--- src/rtl/expr_eval_if.sv ---
// expr_eval character-stream / result bundle.
// master drives the stream, slave is the evaluator.
interface expr_eval_if #(
  parameter int W       = 16,
  parameter int DEPTH_W = 4
);
  logic               en;
  logic [7:0]         in;
  logic               legal;
  logic [W-1:0]       value;
  logic [DEPTH_W-1:0] depth;
  logic               valid;
  logic               err;

  modport master (
    output en, in, legal,
    input  value, depth, valid, err
  );

  modport slave (
    input  en, in, legal,
    output value, depth, valid, err
  );
endinterface

--- src/rtl/expr_eval.sv ---
// Incremental '+'/'*' expression evaluator with a parenthesis stack.
// Define EXPR_EVAL_MINUS_EN to accept '-' (per-level sign bit).
module expr_eval #(
  parameter int W       = 16,
  parameter int DEPTH   = 8,
  parameter int DEPTH_W = 4
) (
  input logic        clk,
  input logic        clr,
  expr_eval_if.slave bus
);
  localparam int AW = (DEPTH > 1) ? $clog2(DEPTH) : 1;
  localparam logic [DEPTH_W-1:0] DMAX = DEPTH_W'(DEPTH);

  typedef struct packed {
    logic [W-1:0] s;
    logic [W-1:0] t;
    logic         h;
`ifdef EXPR_EVAL_MINUS_EN
    logic         g;
`endif
  } lvl_t;

  logic [W-1:0]       s_q, s_d, t_q, t_d;
  logic               h_q, h_d, n_q, n_d;
  logic               err_q, err_d;
  logic [DEPTH_W-1:0] dp_q, dp_d;
  lvl_t               stk_q [DEPTH];
  lvl_t               stk_d [DEPTH];
  lvl_t               top;
  logic [AW-1:0]      wr_idx, rd_idx;
  logic [W-1:0]       term, cur, fac;
  logic               is_dig, is_mul, is_add, is_opn, is_cls;
`ifdef EXPR_EVAL_MINUS_EN
  logic               g_q, g_d, is_sub;
  assign is_sub = (bus.in == 8'h2D);
`endif

  assign is_dig = (bus.in >= 8'h30) && (bus.in <= 8'h39);
  assign is_mul = (bus.in == 8'h2A);
  assign is_add = (bus.in == 8'h2B);
  assign is_opn = (bus.in == 8'h28);
  assign is_cls = (bus.in == 8'h29);
  assign fac    = W'(bus.in[3:0]);
  assign wr_idx = AW'(dp_q);
  assign rd_idx = AW'(dp_q - 1'b1);
  assign top    = stk_q[rd_idx];
  assign term   = h_q ? t_q : '0;

`ifdef EXPR_EVAL_MINUS_EN
  assign cur = g_q ? s_q - term : s_q + term;
`else
  assign cur = s_q + term;
`endif

  always_comb begin
    s_d   = s_q;
    t_d   = t_q;
    h_d   = h_q;
    n_d   = n_q;
    dp_d  = dp_q;
    err_d = err_q;
    stk_d = stk_q;
`ifdef EXPR_EVAL_MINUS_EN
    g_d   = g_q;
`endif
    if (bus.en && !err_q) begin
      n_d = 1'b1;
      unique case (1'b1)
        is_dig: begin
          t_d = t_q * fac;
          h_d = 1'b1;
        end
        is_mul: ;
        is_add: begin
          s_d = cur;
          t_d = W'(1);
          h_d = 1'b0;
`ifdef EXPR_EVAL_MINUS_EN
          g_d = 1'b0;
`endif
        end
`ifdef EXPR_EVAL_MINUS_EN
        is_sub: begin
          s_d = cur;
          t_d = W'(1);
          h_d = 1'b0;
          g_d = 1'b1;
        end
`endif
        is_opn: begin
          if (dp_q == DMAX) begin
            err_d = 1'b1;
          end else begin
            stk_d[wr_idx].s = s_q;
            stk_d[wr_idx].t = t_q;
            stk_d[wr_idx].h = h_q;
`ifdef EXPR_EVAL_MINUS_EN
            stk_d[wr_idx].g = g_q;
            g_d = 1'b0;
`endif
            dp_d = dp_q + 1'b1;
            s_d  = '0;
            t_d  = W'(1);
            h_d  = 1'b0;
          end
        end
        is_cls: begin
          if (dp_q == '0) begin
            err_d = 1'b1;
          end else begin
            // closed group value becomes a factor of the outer term
            s_d  = top.s;
            t_d  = top.t * cur;
            h_d  = 1'b1;
`ifdef EXPR_EVAL_MINUS_EN
            g_d  = top.g;
`endif
            dp_d = dp_q - 1'b1;
          end
        end
        default: err_d = 1'b1;
      endcase
    end
  end

  always_ff @(posedge clk) begin
    if (clr) begin
      s_q   <= '0;
      t_q   <= W'(1);
      h_q   <= 1'b0;
      n_q   <= 1'b0;
      dp_q  <= '0;
      err_q <= 1'b0;
`ifdef EXPR_EVAL_MINUS_EN
      g_q   <= 1'b0;
`endif
    end else begin
      s_q   <= s_d;
      t_q   <= t_d;
      h_q   <= h_d;
      n_q   <= n_d;
      dp_q  <= dp_d;
      err_q <= err_d;
`ifdef EXPR_EVAL_MINUS_EN
      g_q   <= g_d;
`endif
    end
  end

  always_ff @(posedge clk) begin
    stk_q <= stk_d;
  end

  assign bus.value = cur;
  assign bus.depth = dp_q;
  assign bus.err   = err_q;
  assign bus.valid = bus.legal & n_q & (dp_q == '0) & ~err_q;
endmodule

--- src/flat_wrapper.sv ---
// flat-port wrapper written by rule: the top's interface ports become plain ports
module expr_eval_flat 
#(
  parameter int W       = 16,
  parameter int DEPTH   = 8,
  parameter int DEPTH_W = 4
)
  (clk, clr, bus_en, bus_in, bus_legal, bus_value, bus_depth, bus_valid, bus_err);
  expr_eval_if #(.W(W), .DEPTH_W(DEPTH_W)) bus_i ();
  input logic clk;
  input logic clr;
  input wire logic [$bits(bus_i.en)-1:0] bus_en;
  input wire logic [$bits(bus_i.in)-1:0] bus_in;
  input wire logic [$bits(bus_i.legal)-1:0] bus_legal;
  output wire logic [$bits(bus_i.value)-1:0] bus_value;
  output wire logic [$bits(bus_i.depth)-1:0] bus_depth;
  output wire logic [$bits(bus_i.valid)-1:0] bus_valid;
  output wire logic [$bits(bus_i.err)-1:0] bus_err;
  assign bus_i.en = bus_en;
  assign bus_i.in = bus_in;
  assign bus_i.legal = bus_legal;
  assign bus_value = bus_i.value;
  assign bus_depth = bus_i.depth;
  assign bus_valid = bus_i.valid;
  assign bus_err = bus_i.err;
  expr_eval #(.W(W), .DEPTH(DEPTH), .DEPTH_W(DEPTH_W)) u_core (.clk(clk), .clr(clr), .bus(bus_i));
endmodule
--- config.mk ---
export PLATFORM = sky130hd
export DESIGN_NAME = expr_eval_flat
export DESIGN_NICKNAME = d
export VERILOG_FILES = /design/src/rtl/expr_eval_if.sv /design/src/rtl/expr_eval.sv /design/src/flat_wrapper.sv
export SDC_FILE = /design/constraint.sdc
export NUM_CORES = 1
export LEC_CHECK = 0
export ABC_AREA = 1
export CAP_MARGIN = 20
export CORE_ASPECT_RATIO = 1.4
export CORE_MARGIN = 5
export CORE_UTILIZATION = 30
export DETAILED_ROUTE_END_ITERATION = 8
export DONT_BUFFER_PORTS = 1
export HOLD_SLACK_MARGIN = 0.06
export SLEW_MARGIN = 20
export SYNTH_ARGS = -nofsm -noshare
export SYNTH_HDL_FRONTEND = slang
export SYNTH_SLANG_ARGS = --single-unit
--- constraint.sdc ---
create_clock -name clk -period 19.6 [get_ports clk]
set_input_delay 2.94 -clock clk [delete_from_list [all_inputs] [get_ports clk]]
set_output_delay 2.94 -clock clk [all_outputs]
set_load 0.005 [all_outputs]
== After elaboration in Yosys (flattened, before gate mapping) ==
Cells that the tools add are included.

* Register bits after elaboration: 303
* Latch bits: 0
* RAM bits: 0
* Bits in read-only memories: 0
* Output and inout bits: 22
* Memories kept: 0

* $add $sub $neg: 3
* $mul: 2
* Div/mod/pow operators: 0
* $lt $le $gt $ge: 5
* Equal/unequal tests: 9
* Shift operators: 0
* Muxes and demuxes: 28
* Bitwise gates (word level): 8
* Reduce and logical (&&, ||, !) cells: 14

{| class="wikitable"
|+ Operators with widths
! kind !! count
|-
| $bwmux W264 || 3
|-
| $demux W33 S3 || 3
|-
| $bmux W33 S3 || 1
|-
| $mux W33 || 3
|-
| $mux W16 || 5
|-
| $pmux W16 S4 || 1
|-
| $pmux W16 S3 || 1
|-
| $eq A8 B6 Y1 const B || 4
|-
| $mux W17 || 1
|-
| $add A16 B16 Y16 || 1
|-
| $mul A16 B16 Y16 || 1
|-
| $mul A16 B4 Y16 || 1
|-
| $reduce_and A4 Y1 || 4
|-
| $ge A4 B4 Y1 const B || 2
|-
| $ge A8 B6 Y1 const B || 1
|-
| $le A8 B6 Y1 const B || 1
|-
| $mux W4 || 2
|-
| $ne A2 B2 Y1 const B || 4
|-
| $not A3 Y4 || 2
|-
| $pmux W4 S2 || 1
|-
| $mux W1 || 5
|-
| $add A4 B1 Y4 const B || 1
|-
| $eq A4 B4 Y1 const B || 1
|-
| $logic_not A4 Y1 || 1
|-
| other kinds (13) || 19
|}

== Logic depth before layout (Yosys ltp) ==
Gate-level depths: netlist (run 1).

* Depth in word-level cells: 8
* Depth in mapped cells: 45
* Gate-level depth less buffers: 41

== Least setup slack after synthesis (run 1) ==
Ideal clock, no wire load.

* Kind: register to register
* Start: register u_core.dp_q[0], in the netlist u_core.bus.depth[0]
* End: register u_core.t_q[14]
* Arrival: 7.137 ns
* Slack: 12.407 ns
* Cell stages (with the launch flop): 43
* Clock period less this slack: 7.193 ns
* Path through: dfxtp_1 buf_4 inv_2 buf_4 buf_6 clkbuf_1 clkbuf_1 ha_1 buf_2 inv_2 buf_2 a32o_1 nand2_1 and2_1 buf_2 inv_1 clkbuf_1 nor2_1 (+7 left out) fa_1 inv_1 fa_1 ha_1 nand2_1 o221ai_1 a21oi_1 nor2_1 o21ai_0 nand2_1 nand2_1 nand2_1 a21o_1 a21boi_0 o21ai_0 nand3_1 nand2_1 inv_1

* Word-level cells in the longest chain between the ends: 8
* Elaborated cells on any way between the ends: 13

{| class="wikitable"
|+ Ends and longest elaborated chain
! what !! RTL line !! source
|-
| start: declaration || expr_eval.sv:27 || <nowiki>logic [DEPTH_W-1:0] dp_q, dp_d;</nowiki>
|-
| start signal: assignment || expr_eval.sv:143 || <nowiki>dp_q <= dp_d;</nowiki>
|-
| $sub A4 B1 Y4 || expr_eval.sv:46 || <nowiki>assign rd_idx = AW'(dp_q - 1'b1);</nowiki>
|-
| named net u_core.rd_idx[0] || expr_eval.sv:31 || <nowiki>logic [AW-1:0] wr_idx, rd_idx;</nowiki>
|-
| $not A3 Y4 (not written as such) || expr_eval.sv:47 || <nowiki>assign top = stk_q[rd_idx];</nowiki>
|-
| $bmux W33 S3 || expr_eval.sv:47 ||
|-
| $mux W33 (not written as such) (2 in a row) || expr_eval.sv:47 ||
|-
| $mul A16 B16 Y16 || expr_eval.sv:114 || <nowiki>t_d = top.t * cur;</nowiki>
|-
| $mux W16 || expr_eval.sv:109 || <nowiki>if (dp_q == '0) begin</nowiki>
|-
| $pmux W16 S4 || expr_eval.sv:69 || <nowiki>unique case (1'b1)</nowiki>
|-
| end signal: assignment || expr_eval.sv:140 || <nowiki>t_q <= t_d;</nowiki>
|-
| end: declaration || expr_eval.sv:24 || <nowiki>logic [W-1:0] s_q, s_d, t_q, t_d;</nowiki>
|}

The timed path passes the listed nets, and every way through them passes these cells. The select of a mux whose other input is x is not followed.
A chain may end at the register's enable or synchronous reset.

== Worst setup path in the final report (run 1) ==
* Start: register u_core.dp_q[0], in the netlist u_core.bus.depth[0]
* End: register u_core.t_q[14]

* Word-level cells in the longest chain between the ends: 8
* Elaborated cells on any way between the ends: 13

{| class="wikitable"
|+ Ends and longest elaborated chain
! what !! RTL line
|-
| $sub A4 B1 Y4 || expr_eval.sv:46
|-
| $not A3 Y4 (not written as such) || expr_eval.sv:47
|-
| $bmux W33 S3 || expr_eval.sv:47
|-
| $mux W33 (not written as such) (2 in a row) || expr_eval.sv:47
|-
| $mul A16 B16 Y16 || expr_eval.sv:114
|-
| $mux W16 || expr_eval.sv:109
|-
| $pmux W16 S4 || expr_eval.sv:69
|}

Several ways; a longest one is shown, not always the timed one. The select of a mux whose other input is x is not followed.

==> results of run 1 <==
-- path summary, 6_finish.rpt --
| kind | start | endpoint | slack (ns) | cells after the start |
|---|---|---|---|---|
| max | u_core.bus.depth[0] | u_core.t_q[14] | 10.74 | 35 |
| min | u_core.n_q | u_core.n_q | 0.50 | 2 |
| max reg2reg | u_core.bus.depth[0] | u_core.t_q[14] | 10.74 | 35 |
| min reg2reg | u_core.n_q | u_core.n_q | 0.50 | 2 |
-- logic make-up after synthesis --
group                      Yosys count
AOI/OAI and AO/OA                  276
adders and majority gates          188
and+or+nand+nor                    830
buffers and inverters              399
DFF                                295
xor gates and xnor gates            30
-- layout by cell type (no fill, tap or decap), drive strengths merged, types with 2 or more instances in the layout --
master and n:
nor4 2, o21bai 3, a32o 5, o21ai 121, a21o 3, nand2 470
a21oi 61, a22o 6, a221oi 4, o21a 3, o22ai 26, nor2 205
nand3 125, ha 82, a31oi 16, o211ai 3, clkbuf 29, inv 318
and2 3, nand4 5, clkinv 14, dfxtp 39, buf 25, a21boi 3
o221ai 18, edfxtp 256, fa 106, nor3 13, xor2 16, or2 2
xnor2 14, nand3b 5
-- critical path, delay by kind of cell (launching register included) --
kind / cells / cell delay, ns
AND/OR/NAND/NOR: 12 / 1.21
adder cells (fa/ha/maj): 8 / 3.76
flip-flops: 1 / 0.74
AO/OA/AOI/OAI: 6 / 0.83
buffers and inverters: 9 / 2.20
-- per-stage QoR --
step	setup slack [ns]	hold slack, ns	area, um^2	utilization	power [mW]
global placement	10.86	0.459	19400	0.318	0.724
global route	9.94	0.507	20200	0.331	1.22
detailed placement	10.72	0.470	19400	0.318	0.725
CTS	10.65	0.490	20200	0.331	1.20
finish	10.74	0.502	20200	0.331	1.19
floorplan	12.41	0.440	18500	-	0.715
-- cell type report --
cell class                      count  area share
Multi-Input combinational cell   1324       0.422
Sequential cell                   295       0.420
Inverter                          319      0.0595
Tap cell                          817      0.0507
Clock buffer                       29      0.0312
Timing Repair Buffer               25     0.00931
Clock inverter                     15     0.00695
-- power groups by stage --
stage | Clock, mW | Combinational [mW] | Sequential (mW)
after global routing | 0.507 | 0.0388 | 0.677
after global placement | 0 | 0.0334 | 0.691
after CTS | 0.485 | 0.0345 | 0.677
after detailed placement | 0 | 0.0342 | 0.691
final | 0.476 | 0.0342 | 0.677
after floorplan | 0 | 0.0253 | 0.690
-- per-layer routing --
layer,vias up,wire [um]
met5,-,0
met4,0,3300
met3,128,3140
met2,441,27200
met1,6819,20100
li1,6530,-
-- flip-flops by register name, indices dropped and copies added (netlist names) --
name              flops
u_core.bus.err        1
u_core.s_q           16
u_core.n_q            1
u_core.stk_q        256
u_core.t_q           16
u_core.bus.depth      4
u_core.h_q            1
==> impl_results.md, run 1 <==
* Status: finished, final reports clean
* EDFF count, synth at 256
* Skew-Pair Late Insertion Delay at 0.56 ns
* Placeable core area at 60900 um^2
* Die ar. at 66800 um^2
* Critical path's largest stage delay at 0.81 ns
* Cell with the most instances on the worst path: sky130_fd_sc_hd__nand2_1
* Most used DFF post-synth: sky130_fd_sc_hd__edfxtp_1
* Ratio of routed vias to standard cells at 4.93
* Crit path max fanout at 60
* Remaining global-route overflow at 0
* Number of primary I/O pins at 34
* Element type at the critical path start: flop
* Main combinational cell family by area after synthesis: simple AND/OR/NAND/NOR gates
* Power density over cell area at 58.9 nW/um^2
* Cells resized by post-CTS repair at 0
* Rel. slew slack at 0.319
* Initial DRC Count at 1034
* Top area cells in the synthesized netlist: sky130_fd_sc_hd__edfxtp_1, sky130_fd_sc_hd__fa_1, sky130_fd_sc_hd__nand2_1
* DRC at 0
* Number of distinct standard cells referenced by the synthesized netlist at 50
* Cell leakage power at 8.88 nW
* Parity-gate share of the synthesized area counting xor and xnor cells at 0.0154
* Type of the most critical hold path: reg2reg
* Critical setup path kind: reg2reg
* Routability congestion estimate from global placement at 0.928
* Maximum clock frequency at 113 MHz
* Final sum of negative setup slack at 0 ns
* Psw at 0.255 mW
* Clock buffers created by TritonCTS at 24
* Met2 usage in global routing at 0.284
* Max Clock Skew at 0.0185 ns
* Final Hold Vio Count at 0
* Internal power component at 0.933 mW
* Clock tree from TritonCTS: done
* Post-synth ARST share at 0
* Final cell count without fillers at 2824
* Via count at 13900
* Number of setup buffers added after CTS at 0
* Required @ worst endpoint at 20.09 ns
* Routing layer with the top usage in global route: met2
* Number of diodes added for antenna fixing at 0
* Die width at 220 um
* Number of buffers between clock root and the deepest sink at 3
* Arithmetic-cell share of the synthesized area counting full adders, half adders and majority gates at 0.170
* Wire length after detailed routing at 53700 um
* Fin crit share at 0.452
* DRT Pass-1 Iters at 5
* Most area-hungry cell type in the Yosys netlist: sky130_fd_sc_hd__edfxtp_1
* Root Driver: sky130_fd_sc_hd__clkbuf_16
* Via count of the first global-routing pass at 14300
* Final net count at 2189
* Fraction of the mapped netlist area in simple logic gates at 0.183
* Layout overhead on the synthesized area at 9.06%
* Share of the synthesized area in compound gates (AO/OA/AOI/OAI) at 0.0881
* Placement row count at 107
* Avg Cell Area, Syn at 9.16 um^2
* Post-layout minimum cycle time at 8.86 ns
* Starting utilization of the core area at 0.303
* Power share of the sequential group at 0.570
* Net count after synthesis at 2218
* Total of max-cap violations at 0
* Gr usage total at 0.159
* Die boundary height at 304 um
* Wire length of the first global-routing pass at 82500 um
* Master of the slowest instance on the critical path: sky130_fd_sc_hd__clkinv_2
* Data arrival time of the worst path at 9.35 ns
* Layout cells sized above 1 at 0.0493
* Number of input and output port buffers inserted at 0
* Routed wire per std cell at 19.0 um
* H-Tree Level Count at 1
* CTS Hold Buffers Added at 0
* CTS clk-pin slew, worst paths at 0.08 ns
* Synth warnings at 0
* Maximum VDD drop at 0.0000571 V
* DRT antenna net count at 0
* Met3 GRT Util at 0.0197
* Number of failing setup endpoints in the final timing report at 0
* Power share of the clock group at 0.401
* Cells after DPL at 2780
* Mapped cell area at 18500 um^2
* Max-slew violations at 0
* Proportion of synthesized chip area in sequential cells at 0.458
* Number of standard cells after synthesis at 2018
* Combinational group share of total power at 0.029
* # clock sinks at 295
* Number of antenna violations at the first check in global routing at 0
* Share of synthesized area spent on multiplexers at 0
* Top cell types by occurrence after synthesis: sky130_fd_sc_hd__nand2_1, sky130_fd_sc_hd__inv_1, sky130_fd_sc_hd__edfxtp_1, sky130_fd_sc_hd__nor2_1, sky130_fd_sc_hd__nand3_1
* FILL cells at 6139
* Largest net degree at the start of global routing at 78
* Area taken by multi-input logic gates at 8510 um^2
* Register area at 8470 um^2
* Worst Tran Pin Value at 1.02 ns
* Area share of the largest cell type after synthesis at 0.416
* Fraction of power spent switching nets at 0.215
* Post-DP HPWL at 37400 um
* Global routing met1 resource utilization at 0.183
* #FFs+latches synth at 295
* Top-count cell post-synth: sky130_fd_sc_hd__nand2_1
* Setup crit end kind: flop
* Setup repair after global routing missed its margin: false
(Power assumes the default switching activity.)
==> run 2: changes to the inputs <==
==> constraint.sdc (replaced) <==
create_clock -name clk -period 8 [get_ports clk]
set_input_delay 1.2 -clock clk [delete_from_list [all_inputs] [get_ports clk]]
set_output_delay 1.2 -clock clk [all_outputs]
set_load 0.005 [all_outputs]
==> impl_results.md, run 2 (synthesis results as in run 1) <==
* Final sum of negative setup slack at 0 ns (unchanged)
* Placement row count at 107 (unchanged)
* DRT Pass-1 Iters at 8 (+3)
* Via count of the first global-routing pass at 14500 (+1.5%)
* Power share of the clock group at 0.408 (+0.007)
* Gr usage total at 0.158 (-0.000979)
* Fraction of power spent switching nets at 0.211 (-0.00376)
* Layout cells sized above 1 at 0.0549 (+0.00554)
* Worst setup slack after layout at 0.679 ns (-10.06 ns)
* Clock tree from TritonCTS: done
* Number of setup buffers added after CTS at 0 (unchanged)
* Setup crit end kind: flop
* Element type at the critical path start: flop
* Layout overhead on the synthesized area at 9.98%
* Die boundary height at 304 um (unchanged)
* CTS clk-pin slew, worst paths at 0.07 ns (about the same)
* Crit path max fanout at 60 (unchanged)
* Routed wire per std cell at 18.8 um (-1.3%)
* Wire length of the first global-routing pass at 83300 um (+0.99%)
* FILL cells at 6153 (+0.23%)
* Number of input and output port buffers inserted at 0 (unchanged)
* Critical path's largest stage delay at 0.56 ns (-0.25 ns)
* Largest registers: u_core.stk_q x256, u_core.s_q x16, u_core.t_q x16
* Routability congestion estimate from global placement at 0.929 (+0.13%)
* Final Hold Vio Count at 0 (unchanged)
* Number of antenna violations at the first check in global routing at 0 (unchanged)
* DRC at 0 (unchanged)
* Maximum VDD drop at 0.000142 V (+150%)
* Placeable core area at 60900 um^2 (unchanged)
* Post-layout minimum cycle time at 7.32 ns (-1.54 ns)
* Die ar. at 66800 um^2 (unchanged)
* Worst Tran Pin Value at 1.10 ns (+0.0847 ns)
* Remaining global-route overflow at 0 (unchanged)
* Power share of the sequential group at 0.563 (-0.007)
* Data arrival time of the worst path at 7.78 ns (-1.57 ns)
* Internal power component at 2.32 mW (+150%)
* Number of diodes added for antenna fixing at 0 (unchanged)
* Combinational group share of total power at 0.029 (about the same)
* Number of flip-flops in the largest register at 256 (unchanged)
* Die width at 220 um (unchanged)
* Total of max-cap violations at 0 (unchanged)
* Via count at 14100 (+1.6%)
* Max Clock Skew at 0.00967 ns (-0.00884 ns)
* Pre-CTS setup slack at 0.619 ns (-10.10 ns)
* Maximum clock frequency at 137 MHz (+21%)
* Number of buffers between clock root and the deepest sink at 3 (unchanged)
* Post-layout power at 2.94 mW (+150%)
* Skew-Pair Late Insertion Delay at 0.55 ns (about the same)
* Ratio of routed vias to standard cells at 4.98 (+1.1%)
* Root Driver: sky130_fd_sc_hd__clkbuf_16
* H-Tree Level Count at 1 (unchanged)
* Register with the most flip-flops: u_core.stk_q
* Final net count at 2205 (+0.73%)
* Setup repair after global routing missed its margin: false
* Status: finished, final reports clean
* Number of primary I/O pins at 34 (unchanged)
* Wire length after detailed routing at 53300 um (-0.75%)
* Fin Hold WS at 0.476 ns (-0.0259 ns)
* Psw at 0.621 mW (+140%)
* Master of the slowest instance on the critical path: sky130_fd_sc_hd__dfxtp_1
* DRT antenna net count at 0 (unchanged)
* # clock sinks at 295 (unchanged)
* Cell leakage power at 8.98 nW (+1.1%)
* Largest net degree at the start of global routing at 82 (+5.1%)
* Initial DRC Count at 1139 (+10%)
* Rel. slew slack at 0.259 (-0.0603)
* Starting utilization of the core area at 0.303 (unchanged)
* Number of failing setup endpoints in the final timing report at 0 (unchanged)
* Type of the most critical hold path: reg2reg
* Highest-count cells in the layout ignoring fill and taps: sky130_fd_sc_hd__nand2_1, sky130_fd_sc_hd__inv_1, sky130_fd_sc_hd__edfxtp_1, sky130_fd_sc_hd__nor2_1, sky130_fd_sc_hd__nand3_1
* Post-DP HPWL at 38000 um (+1.6%)
* Most frequent standard cell in the layout excluding fill and tap cells: sky130_fd_sc_hd__nand2_1
* Max-slew violations at 0 (unchanged)
* Critical setup path kind: reg2reg
* Required @ worst endpoint at 8.46 ns (-11.63 ns)
* CTS Hold Buffers Added at 0 (unchanged)
* Power density over cell area at 145 nW/um^2 (+150%)
* Fin crit share at 0.915 (+0.463)
* Clock buffers created by TritonCTS at 25 (+4.2%)
* Final core utilization at 0.334 (+0.00279)
-- run 2: worst paths after layout --
kind	startpoint	endpoint	slack (ns)	cells past startpoint
min reg2reg	u_core.n_q	u_core.n_q	0.48	2
min	u_core.n_q	u_core.n_q	0.48	2
max	u_core.bus.depth[1]	u_core.t_q[14]	0.68	33
max reg2reg	u_core.bus.depth[1]	u_core.t_q[14]	0.68	33
-- run 2: cell type report --
class,count,area (um^2),share of cell area
Multi-Input combinational cell,1324,8520,0.419
Sequential cell,295,8470,0.417
Clock inverter,11,103,0.00505
Tap cell,817,1020,0.0503
Clock buffer,34,689,0.0339
Timing Repair Buffer,40,329,0.0162
Inverter,319,1200,0.0590
-- run 2: what timing repair did --
action / CTS / global route
hold endpoints to repair: 0 / 0
setup endpoints to repair: 0 / 1
resized for setup: 0 / 1
-- run 2: metrics by stage --
step                cell area (um^2)  instances
floorplan                      18500       2018
detailed placement             19500       2795
finish                         20300       2840
CTS                            20300       2840
global route                   20300       2840
global placement               19500       2795
-- run 2: critical path, delay by kind of cell, from the launching register on --
kind            cells  cell delay, ns
compound gates      5            0.79
fa+ha+maj           8            3.46
buf+inv             8            1.15
flops               1            0.56
simple gates       12            1.23
-- run 2: metal layers --
metal | part of all wire | global-route usage | vias up
li1 | - | - | 6566
met1 | 0.38 | 0.184 | 7028
met2 | 0.53 | 0.294 | 455
met3 | 0.054 | 0.0213 | 97
met4 | 0.038 | 0.0582 | 0
met5 | 0 | 0 | -
-- run 2: power by group through the flow --
stage,Combinational [mW],Clock (mW),Sequential [mW]
global placement,0.0850,0,1.69
CTS,0.0872,1.22,1.66
detailed placement,0.0866,0,1.69
floorplan,0.0620,0,1.69
global route,0.0980,1.28,1.66
finish,0.0864,1.20,1.66
